$ cat src/rtl/jt10_adpcma_pkg.sv
// Shared definitions for the ADPCM-A register block: register addresses,
// update window length, and the update-entry record passed to the update queue.
package jt10_adpcma_pkg;

   localparam int NCH     = 6;
   localparam int WIN_LEN = 36;

   localparam logic [7:0] A_KEY = 8'h00;
   localparam logic [7:0] A_ATL = 8'h01;
   localparam logic [7:0] A_LR  = 8'h08;
   localparam logic [7:0] A_SLO = 8'h10;
   localparam logic [7:0] A_SHI = 8'h18;
   localparam logic [7:0] A_ELO = 8'h20;
   localparam logic [7:0] A_EHI = 8'h28;

   localparam logic [2:0] LR_IDLE = 3'd7;

   typedef enum logic [1:0] {
      KIND_KEY,
      KIND_LR,
      KIND_START,
      KIND_END
   } kind_e;

   // One update as seen by the sound core; data is captured at write time
   // so later register writes cannot disturb an update already queued.
   typedef struct packed {
      kind_e       kind;
      logic [2:0]  ch;
      logic [11:0] data;
   } upd_t;

endpackage

$ cat src/rtl/jt10_adpcma_updq.sv
// Update sequencer: drives one update at a time for a window of WIN_LEN
// clock enables, with a single pending slot behind it. Sticky ovf flags
// any update that found the slot occupied.
module jt10_adpcma_updq
   import jt10_adpcma_pkg::*;
(
   input  logic        clk,
   input  logic        rst_n,
   input  logic        cen,
   input  logic        entry_v,
   input  upd_t        entry,
   output logic [7:0]  aon_cmd,
   output logic [7:0]  lracl,
   output logic [2:0]  up_lracl,
   output logic [11:0] addr_in,
   output logic        up_start,
   output logic        up_end,
   output logic [2:0]  up_addr,
   output logic        busy,
   output logic        ovf
);

   typedef enum logic {S_IDLE, S_WIN} state_e;

   localparam logic [5:0] WIN_CNT = 6'(WIN_LEN);

   state_e      state, state_nx;
   logic [5:0]  cnt, cnt_nx;
   logic        pend_v, pend_v_nx;
   upd_t        pend, pend_nx;
   logic        win_end, issue, issue_pend, issue_new;
   logic        to_slot, slot_free, drop;
   upd_t        issue_ent;

   // Decide what gets issued this clk, where an incoming write goes, and
   // the next state; a write on the window's last clk lands in the slot.
   always_comb begin
      win_end    = (state == S_WIN) && cen && (cnt == 6'd1);
      issue_pend = pend_v && ((state == S_IDLE) || win_end);
      issue_new  = entry_v && (state == S_IDLE) && !pend_v;
      issue      = issue_pend || issue_new;
      issue_ent  = issue_pend ? pend : entry;
      to_slot    = entry_v && !issue_new;
      slot_free  = !pend_v || issue_pend;
      drop       = to_slot && !slot_free;
      pend_v_nx  = pend_v;
      pend_nx    = pend;
      if (to_slot && slot_free) begin
         pend_v_nx = 1'b1;
         pend_nx   = entry;
      end else if (issue_pend) begin
         pend_v_nx = 1'b0;
      end
      state_nx = state;
      cnt_nx   = cnt;
      if (issue) begin
         state_nx = S_WIN;
         cnt_nx   = WIN_CNT;
      end else if (win_end) begin
         state_nx = S_IDLE;
         cnt_nx   = '0;
      end else if ((state == S_WIN) && cen) begin
         cnt_nx = cnt - 6'd1;
      end
   end

   // State, window counter and pending slot registers.
   always_ff @(posedge clk or negedge rst_n) begin
      if (!rst_n) begin
         state  <= S_IDLE;
         cnt    <= '0;
         pend_v <= 1'b0;
         pend   <= '0;
      end else begin
         state  <= state_nx;
         cnt    <= cnt_nx;
         pend_v <= pend_v_nx;
         pend   <= pend_nx;
      end
   end

   // Registered update outputs: one kind active per window, idle values
   // between windows; up_addr, addr_in and lracl hold their last value.
   always_ff @(posedge clk or negedge rst_n) begin
      if (!rst_n) begin
         aon_cmd  <= '0;
         lracl    <= '0;
         up_lracl <= LR_IDLE;
         addr_in  <= '0;
         up_start <= 1'b0;
         up_end   <= 1'b0;
         up_addr  <= '0;
      end else if (issue) begin
         aon_cmd  <= '0;
         up_lracl <= LR_IDLE;
         up_start <= 1'b0;
         up_end   <= 1'b0;
         case (issue_ent.kind)
            KIND_KEY:   aon_cmd <= issue_ent.data[7:0];
            KIND_LR: begin
               up_lracl <= issue_ent.ch;
               lracl    <= issue_ent.data[7:0];
            end
            KIND_START: begin
               up_start <= 1'b1;
               up_addr  <= issue_ent.ch;
               addr_in  <= issue_ent.data;
            end
            KIND_END: begin
               up_end  <= 1'b1;
               up_addr <= issue_ent.ch;
               addr_in <= issue_ent.data;
            end
         endcase
      end else if (win_end) begin
         aon_cmd  <= '0;
         up_lracl <= LR_IDLE;
         up_start <= 1'b0;
         up_end   <= 1'b0;
      end
   end

   // Sticky overflow: set whenever an update is lost, cleared only by reset.
   always_ff @(posedge clk or negedge rst_n) begin
      if (!rst_n)    ovf <= 1'b0;
      else if (drop) ovf <= 1'b1;
   end

   assign busy = (state == S_WIN);

endmodule

$ cat src/rtl/jt10_adpcma_regs.sv
// ADPCM-A register file: decodes CPU writes, keeps per-channel address
// bytes, and hands update entries to jt10_adpcma_updq.
// Optional readback port enabled by defining JT10_ADPCMA_RDBACK_EN.
module jt10_adpcma_regs
   import jt10_adpcma_pkg::*;
(
   input  logic        clk,
   input  logic        rst_n,
   input  logic        cen,
   input  logic        wr,
   input  logic [7:0]  addr,
   input  logic [7:0]  din,
   output logic [5:0]  atl,
   output logic [7:0]  lracl,
   output logic [2:0]  up_lracl,
   output logic [11:0] addr_in,
   output logic        up_start,
   output logic        up_end,
   output logic [2:0]  up_addr,
   output logic [7:0]  aon_cmd,
   output logic        busy,
   output logic        ovf
`ifdef JT10_ADPCMA_RDBACK_EN
   ,
   output logic [7:0]  dout
`endif
);

   logic [4:0] grp;
   logic [2:0] ch;
   logic       ch_ok;
   logic [7:0] slo_r [NCH];
   logic [7:0] elo_r [NCH];
   logic       entry_v;
   upd_t       entry;

   assign grp   = addr[7:3];
   assign ch    = addr[2:0];
   assign ch_ok = (ch <= 3'd5);

   // Low address bytes feed the update entries and are always kept.
   always_ff @(posedge clk or negedge rst_n) begin
      if (!rst_n) begin
         for (int i = 0; i < NCH; i++) begin
            slo_r[i] <= '0;
            elo_r[i] <= '0;
         end
      end else if (wr && ch_ok) begin
         if (grp == A_SLO[7:3]) slo_r[ch] <= din;
         if (grp == A_ELO[7:3]) elo_r[ch] <= din;
      end
   end

   // Total level register.
   always_ff @(posedge clk or negedge rst_n) begin
      if (!rst_n)                     atl <= '0;
      else if (wr && (addr == A_ATL)) atl <= din[5:0];
   end

   // Build an update entry for writes that generate one; the address is
   // completed with the channel's current low byte at write time.
   always_comb begin
      entry_v = 1'b0;
      entry   = '0;
      if (wr) begin
         if (addr == A_KEY) begin
            entry_v    = 1'b1;
            entry.kind = KIND_KEY;
            entry.data = {4'h0, din};
         end else if (ch_ok && (grp == A_LR[7:3])) begin
            entry_v    = 1'b1;
            entry.kind = KIND_LR;
            entry.ch   = ch;
            entry.data = {4'h0, din};
         end else if (ch_ok && (grp == A_SHI[7:3])) begin
            entry_v    = 1'b1;
            entry.kind = KIND_START;
            entry.ch   = ch;
            entry.data = {din[3:0], slo_r[ch]};
         end else if (ch_ok && (grp == A_EHI[7:3])) begin
            entry_v    = 1'b1;
            entry.kind = KIND_END;
            entry.ch   = ch;
            entry.data = {din[3:0], elo_r[ch]};
         end
      end
   end

`ifdef JT10_ADPCMA_RDBACK_EN
   logic [7:0] key_r;
   logic [7:0] lr_r  [NCH];
   logic [7:0] shi_r [NCH];
   logic [7:0] ehi_r [NCH];

   // Bytes only visible through readback: key, L/R/level and high bytes.
   always_ff @(posedge clk or negedge rst_n) begin
      if (!rst_n) begin
         key_r <= '0;
         for (int i = 0; i < NCH; i++) begin
            lr_r[i]  <= '0;
            shi_r[i] <= '0;
            ehi_r[i] <= '0;
         end
      end else if (wr) begin
         if (addr == A_KEY) key_r <= din;
         if (ch_ok && (grp == A_LR[7:3]))  lr_r[ch]  <= din;
         if (ch_ok && (grp == A_SHI[7:3])) shi_r[ch] <= din;
         if (ch_ok && (grp == A_EHI[7:3])) ehi_r[ch] <= din;
      end
   end

   // Combinational read mux; unmapped addresses read as 0xFF.
   always_comb begin
      dout = 8'hFF;
      if (!rst_n)              dout = 8'h00;
      else if (addr == A_KEY)  dout = key_r;
      else if (addr == A_ATL)  dout = {2'b00, atl};
      else if (ch_ok) begin
         if (grp == A_LR[7:3])  dout = lr_r[ch];
         if (grp == A_SLO[7:3]) dout = slo_r[ch];
         if (grp == A_SHI[7:3]) dout = shi_r[ch];
         if (grp == A_ELO[7:3]) dout = elo_r[ch];
         if (grp == A_EHI[7:3]) dout = ehi_r[ch];
      end
   end
`endif

   jt10_adpcma_updq u_updq (
      .clk      (clk),
      .rst_n    (rst_n),
      .cen      (cen),
      .entry_v  (entry_v),
      .entry    (entry),
      .aon_cmd  (aon_cmd),
      .lracl    (lracl),
      .up_lracl (up_lracl),
      .addr_in  (addr_in),
      .up_start (up_start),
      .up_end   (up_end),
      .up_addr  (up_addr),
      .busy     (busy),
      .ovf      (ovf)
   );

endmodule

$ cat config.mk
export PLATFORM = sky130hd
export DESIGN_NAME = jt10_adpcma_regs
export DESIGN_NICKNAME = d
export VERILOG_FILES = /design/src/rtl/jt10_adpcma_pkg.sv /design/src/rtl/jt10_adpcma_updq.sv /design/src/rtl/jt10_adpcma_regs.sv
export SDC_FILE = /design/constraint.sdc
export NUM_CORES = 1
export LEC_CHECK = 0
export CAP_MARGIN = 15
export CORE_ASPECT_RATIO = 1.5
export CORE_MARGIN = 5
export CORE_UTILIZATION = 23
export DETAILED_ROUTE_END_ITERATION = 10
export MAX_ROUTING_LAYER = met4
export PLACE_DENSITY = 0.36
export SETUP_SLACK_MARGIN = 0.05
export SLEW_MARGIN = 30
export SYNTH_ARGS = -nofsm -noshare
export SYNTH_HDL_FRONTEND = slang
export SYNTH_SLANG_ARGS = --single-unit
$ cat constraint.sdc
create_clock -name clk -period 6.4 [get_ports clk]
set_clock_uncertainty 0.05 [all_clocks]
set_input_delay 1.28 -clock clk [delete_from_list [all_inputs] [get_ports clk]]
set_output_delay 1.28 -clock clk [all_outputs]
set_load 0.1 [all_outputs]
==> metrics.md, run 1 <==
| Metric | Value |
|---|---|
| Status | finished clean |
| Cts-stage hold buffer count | 0 |
| VDD IR max | 128 uV |
| H-tree Lvls | 4 |
| Placed insts | 1,101 |
| Drt pass-1 iters | 4 |
| Layout Cells excl Fill | 1,133 |
| Ant diodes | 0 |
| Clock Tree Buf Depth | 2 |
| Final Slew Violations | 0 |
| Overall Global Routing Usage | 12.9% |
| Seq/Total Area, Yosys | 53.6% |
| Starting Density | 23.1% |
| Clock sink total | 164 |
| Hold Violations, Final | 0 |
| Vias | 5,350 |
| Setup TNS | 0 ns |
| Post-Synth Adder-Cell Area | 0.327% |
| Final Setup Violations | 0 |
| DR iter-0 viols | 277 |
| Syn-to-layout area delta | 21.6% |
| Main combinational cell family by area after synthesis | multiplexers |
| Final Net Count | 722 |
| EDFF count, synth | 0 |
| Finished Core Util | 28.1% |
| Combinational share of power | 24.2% |
| Relative slew slack | 30.1% |
| Share of layout cells above drive strength 1 | 25.7% |
| Die H | 234 um |
| Seq cells post-synth | 164 |
| Final Cycle Share | 62.8% |
| CP Capture Type | register |
| Worst-path maximum fanout | 16 |
| Post-DP HPWL | 16,400 um |
| Resized Gates After CTS | 0 |
| ANT nets after route | 0 |
| Area of the die | 37,100 um^2 |
| Lkg Pwr | 4.11 nW |
| Psw | 0.00103 W |
| Unrepaired setup endpoints after global routing | no |
| Clock slew at reported path FFs | 0.07 ns |
| Switch share | 35.4% |
| Fmax | 0.249 GHz |
| Post-Synthesis Cell Area | 7660 um^2 |
| CP Launch Type | primary input |
| Initial antenna violation count | 0 |
| DRC viols | 0 |
| Top FF cell, synth | dfrtp_1 |
| Syn_nets | 665 |
| Internal | 0.00188 W |
| Post-DP Area | 8730 um^2 |
| Global-route wire length before repair | 35,700 um |
| Worst Path Required | 6.67 ns |
| Simple-gate share of the synthesized area | 10.8% |
| CORE AREA | 33,100 um^2 |
| Critical setup path kind | primary input to register |
| Die width | 159 um |
| Clock Power Share | 35.1% |
| Xor and xnor fraction of the mapped netlist area | 0.229% |
| Synth cell types | 74 |
| Multiplexer share of the synthesized area | 19.6% |
| Via density | 4.72 |
| Worst Max-Slew Pin Slew | 1.04 ns |
| Worst hold path class | register to register |
| WL final | 22,900 um |
| Minimum clock period | 4.02 ns |
| Yosys warnings | 0 |
| Clock tree root driver cell | clkbuf_16 |
| Worst-Skew Late Latency | 0.44 ns |
| CTS tree | built |
| Avg Cell Area, Syn | 11.9 um^2 |
| Synth Instances | 643 |
| Drt wl/cell | 20.2 um |
| Max Cap Viol | 0 |
| Final instance area | 9320 um^2 |
| Cell Pwr Density | 312 nW/um^2 |
| Post-CTS Setup Repair Bufs | 0 |
| Most frequent cells in the layout | 161 x dfrtp_1, 108 x mux2_2, 61 x clkdlybuf4s50_1, 56 x nand2_1, 27 x nor2_1 |
| Total grt overflow | 0 |
| Seq pwr share | 40.7% |
| Asr flop ratio synth | 100% |
| Commonest non-fill, non-tap cell in the layout | dfrtp_1 |
| Placer Congestion | 0.860 |
| Vias in the first global route | 5,636 |
| CTS buffer count | 17 |
| Largest net degree at the start of global routing | 63 |
| Port Buf Inserts | 63 |
| I/O pins | 64 |
| Post-synthesis compound-gate area fraction | 12.8% |
| Worst Path Arrival | 4.29 ns |
| Cell Rows | 82 |
-- through the flow --
| step | total power (W) | worst slack, ns | hold slack, ns |
|---|---|---|---|
| after detailed placement | 0.00192 | 1.94 | 0.426 |
| after global routing | 0.00305 | 2.07 | 0.458 |
| after floorplan | 0.00170 | 3.22 | 0.405 |
| after CTS | 0.00296 | 2.39 | 0.441 |
| after global placement | 0.00191 | 2.03 | 0.418 |
| final | 0.00291 | 2.38 | 0.438 |
-- flip-flops by register name (all words and copies together) (netlist names), 3 cells and up --
register and flops:
u_updq.aon_cmd 8, slo_r 48, u_updq.up_addr 3, u_updq.lracl 8, u_updq.addr_in 12, u_updq.up_lracl 3, u_updq.cnt 6, atl 6
u_updq.pend 17, elo_r 48
-- cells in the mapped netlist, types with 5 or more instances --
master / count / share of area (%)
buf_2: 10 / 0.65
nand2_1: 56 / 2.7
o211ai_1: 7 / 0.69
a22oi_1: 9 / 0.88
o21ai_2: 5 / 0.57
o21ai_0: 18 / 1.2
a31oi_1: 5 / 0.41
o22ai_1: 7 / 0.57
dfrtp_1: 161 / 53
nor3_1: 10 / 0.65
nand2b_1: 8 / 0.65
clkbuf_1: 21 / 1.0
mux2i_1: 14 / 1.8
o22a_1: 5 / 0.57
o21ai_1: 15 / 0.98
inv_1: 8 / 0.39
nor2b_1: 9 / 0.73
o2bb2ai_1: 7 / 0.80
and2_1: 5 / 0.41
nor2_1: 27 / 1.3
mux2_2: 108 / 16
nand3_1: 14 / 0.91
a21oi_1: 20 / 1.3
a22o_1: 7 / 0.80
mux2_1: 9 / 1.3
-- logic make-up after synthesis --
| kind of cell | count (synthesis) |
|---|---|
| mux | 133 |
| buf+inv | 47 |
| simple gates | 157 |
| flops | 164 |
| fa+ha+maj | 2 |
| compound gates | 138 |
| xor+xnor | 2 |
-- layout make-up --
class | instances | area, um^2
clock buffer | 20 | 467
clock inverter | 12 | 119
fill | 3473 | 23800
inverter | 11 | 41.3
multi-input combinational | 432 | 3350
sequential | 164 | 4110
tap | 420 | 526
timing repair buffer | 74 | 709
-- metal layers --
layer,share of wire [%],track usage [%],up-vias
met1,41,14.8,2740
met2,54,22.8,115
li1,-,-,2472
met3,3.3,2.38,23
met4,2.2,4.43,0
met5,0,-,-
-- worst max-delay path: stages --
cell	delay [ns]
clkdlybuf4s50_1	0.71
a21boi_1	0.61
o211a_2	0.45
nor4b_4	0.10
o21ai_2	0.69
inv_2	0.10
mux2_1	0.34
-- power by group through the flow --
stage | Sequential (W) | Combinational (W) | Clock [W]
2_1_floorplan | 0.00147 | 0.000225 | 0
3_3_place_gp | 0.00120 | 0.000709 | 0
3_5_place_dp | 0.00120 | 0.000715 | 0
4_1_cts | 0.00119 | 0.000716 | 0.00106
5_1_grt | 0.00120 | 0.000753 | 0.00110
6_report | 0.00118 | 0.000704 | 0.00102
-- final timing paths --
kind,from,to,slack [ns],cells after the start
worst max-delay path,addr[2],u_updq.lracl[3],2.38,7
worst min-delay path,u_updq.pend[6],u_updq.pend[6],0.44,2
worst max register to register,u_updq.cnt[0],u_updq.lracl[3],3.43,7
worst min register to register,u_updq.pend[6],u_updq.pend[6],0.44,2
max in group asynchronous,rst_n,slo_r[38],4.24,2
min in group asynchronous,rst_n,elo_r[16],0.79,1
No activity file was read; power rests on OpenSTA's default activity.
==> run 2, diff against run 1 <==
clock period = 3.75 ns   (was 6.4 ns; I/O delays follow)
==> run 2 against run 1 <==
Compared with the run above:
- routed wire length grew 0.31%
- critical path depth is the same
- hold slack lost 0.21 ns
- die area is the same
- core utilization grew 0.93 points
- clock-buffer cell count grew 1
- cell count grew 2.9%
- via count grew 1.0%
- design area grew 3.3%
- sequential power grew 71%
- sequential cell count is the same
- register-to-register slack lost 2.0 ns
- critical endpoint unchanged
- largest cell class unchanged
==> metrics.md, run 2 (synthesized netlist as in run 1, its figures left out) <==
| Metric | Value |
|---|---|
| Drt wl/cell | 19.7 um |
| Share of layout cells above drive strength 1 | 29.2% |
| Overall Global Routing Usage | 13.1% |
| Final Setup Violations | 0 |
| Port Buf Inserts | 63 |
| Total grt overflow | 0 |
| Worst Max-Slew Pin Slew | 1.00 ns |
| Post-CTS Setup Repair Bufs | 0 |
| Biggest regs | elo_r x48, slo_r x48, u_updq.pend x17 |
| WL final | 22,900 um |
| Status | finished clean |
| Worst Path Arrival | 3.36 ns |
| Area of the die | 37,100 um^2 |
| Unrepaired setup endpoints after global routing | no |
| Sequential cell area | 4110 um^2 |
| Commonest non-fill, non-tap cell in the layout | dfrtp_1 |
| Die H | 234 um |
| Final Net Count | 755 |
| # fillers | 3,418 |
| Drt pass-1 iters | 4 |
| Fin Hold WS | 0.227 ns |
| CP Capture Type | register |
| CTS tree | built |
| Final Cycle Share | 82.2% |
| Clock slew at reported path FFs | 0.07 ns |
| Ant diodes | 0 |
| Largest net degree at the start of global routing | 55 |
| Syn-to-layout area delta | 25.7% |
| Resized Gates After CTS | 0 |
| Post-DP HPWL | 16,900 um |
| I/O pins | 64 |
| Clock sink total | 164 |
| Cts-stage hold buffer count | 0 |
| Vias | 5,404 |
| CORE AREA | 33,100 um^2 |
| Lkg Pwr | 4.31 nW |
| Cell Pwr Density | 536 nW/um^2 |
| VDD IR max | 329 uV |
| Hold Violations, Final | 0 |
| Cell Rows | 82 |
| Via density | 4.63 |
| Worst Path Required | 4.02 ns |
| Minimum clock period | 3.08 ns |
| Worst hold path class | primary input to async pin |
| Global-route wire length before repair | 36,500 um |
| ANT nets after route | 0 |
| Setup TNS | 0 ns |
| Critical setup path kind | primary input to register |
| Final Slew Violations | 0 |
| Worst-path maximum fanout | 12 |
| Most frequent cells in the layout | 161 x dfrtp_1, 108 x mux2_2, 58 x clkdlybuf4s50_1, 56 x nand2_1, 46 x buf_4 |
| Initial antenna violation count | 0 |
| DRC viols | 0 |
| Clock tree root driver cell | clkbuf_16 |
| Clock Tree Buf Depth | 2 |
| Max Cap Viol | 0 |
| Relative slew slack | 33.1% |
| Placer Congestion | 0.786 |
| Die width | 159 um |
| Area of the multi-input gates | 3350 um^2 |
| Vias in the first global route | 5,881 |
| DR iter-0 viols | 273 |
| H-tree Lvls | 4 |
| Starting Density | 23.1% |
| Fmax | 0.324 GHz |
| CP Launch Type | primary input |
| CTS buffer count | 17 |
| Worst-Skew Late Latency | 0.44 ns |
==> run 2: worst max-delay path, stage by stage <==
cell	delay [ns]
clkdlybuf4s50_1	0.65
clkinv_1	0.41
o22ai_1	0.28
a211oi_1	0.10
a221oi_1	0.56
o21ai_0	0.24
mux2_1	0.34
==> run 2: area by class of cell <==
class	instances	share of cell area, %
repair buffers	107	9.99
clock inverters	11	1.78
inverters	11	0.429
flip-flops and latches	164	42.7
multi-input cells	432	34.8
clock buffers	21	4.89
well taps	420	5.46
==> run 2: report_power, final <==
part           internal [W]  switching, W
sequential          0.00191      0.000108
clock               0.00117      0.000751
combinational      0.000338      0.000881
total               0.00342       0.00174
==> run 2: per-layer routing <==
layer / wire length (um) / global-route usage, %
met4: 460 / 5.17
met3: 545 / 1.96
met1: 9720 / 15.1
met5: 0 / -
met2: 12200 / 23.0
==> run 2: metrics by stage <==
| stage | power [W] | instances | util (%) | instance area, um^2 | setup WS, ns |
|---|---|---|---|---|---|
| 2_1_floorplan | 0.00290 | 643 | - | 7660 | 1.04 |
| 3_3_place_gp | 0.00328 | 1134 | 27.1 | 8990 | 0.259 |
| 3_5_place_dp | 0.00329 | 1134 | 27.1 | 8990 | 0.166 |
| 4_1_cts | 0.00525 | 1166 | 29.1 | 9630 | 0.632 |
| 5_1_grt | 0.00542 | 1166 | 29.1 | 9630 | 0.465 |
| 6_report | 0.00516 | 1166 | 29.1 | 9630 | 0.666 |
==> run 2: final timing paths <==
kind                                     end  slack (ns)  depth (start not counted)      startpoint
min in group clk              u_updq.pend[7]        0.44                          2  u_updq.pend[7]
hold / removal                     elo_r[12]        0.23                          1           rst_n
setup / recovery             u_updq.lracl[3]        0.67                          7         addr[2]
max in group asynchronous  u_updq.aon_cmd[2]        2.56                          2           rst_n
hold reg to reg               u_updq.pend[7]        0.44                          2  u_updq.pend[7]
setup reg to reg             u_updq.lracl[3]        1.39                          8   u_updq.cnt[0]
==> run 3, diff against run 2 <==
PLACE_DENSITY = 0.37   (was 0.36)
clock period = 2.73 ns   (was 3.75 ns; I/O delays follow)
==> run 3 against run 2 <==
Compared with the run above:
- combinational power up 43%
- die area unchanged
- sequential power is 38% higher
- sequential share of layout area is 1.8 points lower
- clock power increased by 25%
- design area is 4.5% higher
- critical path type unchanged
==> metrics.md, run 3 (synthesized netlist as in run 1, its figures left out) <==
| Metric | Value |
|---|---|
| Clock Tree Buf Depth | 2 |
| # fillers | 3,361 |
| Finished Core Util | 30.4% |
| Max Cap Viol | 0 |
| Clock tree root driver cell | clkbuf_16 |
| Max incr delay on CP | 0.58 ns |
| Initial antenna violation count | 0 |
| Hold path cells | 2 |
| Via density | 4.63 |
| Setup ws final | 0.193 ns |
| Port Buf Inserts | 63 |
| WL final | 23,900 um |
| Status | finished clean |
| I/O pins | 64 |
| DR iter-0 viols | 229 |
| Cell Rows | 82 |
| Final Cycle Share | 92.9% |
| Worst R2R Start | u_updq.cnt[0] |
| Hold Violations, Final | 0 |
| Vias | 5,672 |
| Ant diodes | 0 |
| DRC viols | 0 |
| Area of the multi-input gates | 3350 um^2 |
| Final Net Count | 816 |
| CP max-delay cell | or4_4 |
| CTS buffer count | 17 |
| Worst Path Required | 3.04 ns |
| Sequential cell area | 4110 um^2 |
| Syn-to-layout area delta | 31.3% |
| Worst-Skew Late Latency | 0.45 ns |
| Area of the die | 37,100 um^2 |
| Biggest regs | elo_r x48, slo_r x48, u_updq.pend x17 |
| Die H | 234 um |
| Final Slew Violations | 0 |
| Overall Global Routing Usage | 13.5% |
| CP cell instances | clkdlybuf4s50_1, or4_4, o32a_4, nor4b_4, buf_4, o21ai_1, o2bb2ai_1 |
| Worst Path Arrival | 2.85 ns |
| Cell Pwr Density | 689 nW/um^2 |
| Clock slew at reported path FFs | 0.06 ns |
| Drt pass-1 iters | 4 |
| Final Setup Violations | 0 |
| Hold EP | u_updq.lracl[4] |
| Cell count of the worst reg-to-reg path | 9 |
| CORE AREA | 33,100 um^2 |
| Bufs and invs on worst path | 2 |
| Layout Cells excl Fill | 1,226 |
| Placed insts | 1,194 |
| Worst hold path class | register to register |
| Placer Congestion | 0.778 |
| Clock sink total | 164 |
| Unrepaired setup endpoints after global routing | no |
| Minimum clock period | 2.54 ns |
| VDD IR max | 438 uV |
| Commonest non-fill, non-tap cell in the layout | dfrtp_1 |
| Critical setup path kind | primary input to register |
| H-tree Lvls | 4 |
| Relative slew slack | 61.9% |
| Hold_sp | u_updq.lracl[4] |
| Worst Max-Slew Pin Slew | 0.568 ns |
| ANT nets after route | 0 |
| Reg2reg end | u_updq.lracl[2] |
| CTS tree | built |
| Setup TNS | 0 ns |
| Total grt overflow | 0 |
| Reg2Reg Setup Slack | 0.50 ns |
| CP delay by family, top | simple AND/OR/NAND/NOR gates |
| Drt wl/cell | 19.5 um |
| CP Capture Type | register |
| Starting Density | 23.1% |
| Largest net degree at the start of global routing | 51 |
| Setup Slack @ Placement | -0.316 ns |
| Lkg Pwr | 4.68 nW |
| Vias in the first global route | 6,203 |
| CP Launch Type | primary input |
| Global-route wire length before repair | 37,300 um |
| Fmax | 0.394 GHz |
| Worst-path maximum fanout | 6 |
| Post-DP HPWL | 18,300 um |
| Share of layout cells above drive strength 1 | 39.6% |
| Most frequent cells in the layout | 160 x dfrtp_1, 136 x buf_4, 108 x mux2_2, 56 x nand2_1, 27 x nor2_1 |
| Die width | 159 um |
[run 3: cell count changes in the layout (fill, tap and decap cells not counted), sizes merged]
cell / before / now
inv: 12 / 14
clkbuf: 21 / 18
clkdlybuf4s50: 58 / 17
clkinvlp: 2 / 3
dlygate4sd3: 0 / 1
bufinv: 4 / 2
buf: 49 / 150
clkinv: 4 / 5
[run 3: timing repair]
| action | 4_1_cts | 5_1_grt |
|---|---|---|
| buffers inserted | 0 | 0 |
| hold buffers | 1 | 0 |
| hold endpoints to repair | 17 | 0 |
| resized for setup | 0 | 1 |
| setup endpoints to repair | 0 | 3 |
[run 3: per-layer routing]
layer / GRT usage (%) / share of wire [%] / vias to the layer above
li1: - / - / 2660
met1: 14.5 / 40 / 2890
met2: 24.7 / 55 / 95
met3: 2.14 / 2.5 / 27
met4: 5.89 / 2.9 / 0
met5: - / 0 / -
[run 3: worst reg2reg max path, stage by stage (launching register included)]
cell and delay [ns]:
dfrtp_1 0.43, ha_1 0.25, and4b_1 0.21, a21oi_1 0.15
buf_4 0.19, mux2i_1 0.31, o21ai_2 0.14, buf_4 0.23
nand2_1 0.11, o21ai_2 0.05
[run 3: where the power goes]
part | total (W) | internal [W] | leakage (nW) | switching (W)
clock network | 0.00240 | 0.00135 | 0.274 | 0.00105
registers | 0.00278 | 0.00263 | 2.23 | 0.000151
logic | 0.00175 | 0.000507 | 2.17 | 0.00124
total | 0.00693 | 0.00449 | 4.68 | 0.00244
[run 3: area by class of cell]
cell class / count / share of cell area, %
Sequential cell: 164 / 40.8
Multi-Input combinational cell: 432 / 33.3
Timing Repair Buffer: 168 / 14.5
Tap cell: 420 / 5.22
Clock buffer: 18 / 4.27
Clock inverter: 13 / 1.48
Inverter: 11 / 0.410
[run 3: how the worst max path moves through the flow]
| stage | startpoint | endpoint | slack [ns] | cells past startpoint |
|---|---|---|---|---|
| global placement | addr[1] | u_updq.lracl[3] | -0.31 | 10 |
| CTS | addr[4] | u_updq.aon_cmd[5] | 0.16 | 7 |
| detailed placement | addr[4] | u_updq.aon_cmd[5] | -0.32 | 7 |
| floorplan | u_updq.busy | u_updq.lracl[3] | 0.27 | 7 |
| global route | addr[4] | u_updq.aon_cmd[2] | 0.07 | 7 |
| finish | addr[4] | u_updq.aon_cmd[5] | 0.19 | 7 |
[run 3: through the flow]
stage	hold WS, ns	area, um^2	total power (W)
global placement	0.416	9470	0.00457
CTS	0.441	10100	0.00705
detailed placement	0.426	9470	0.00460
finish	0.435	10100	0.00693
floorplan	0.200	7660	0.00398
global route	0.455	10100	0.00727
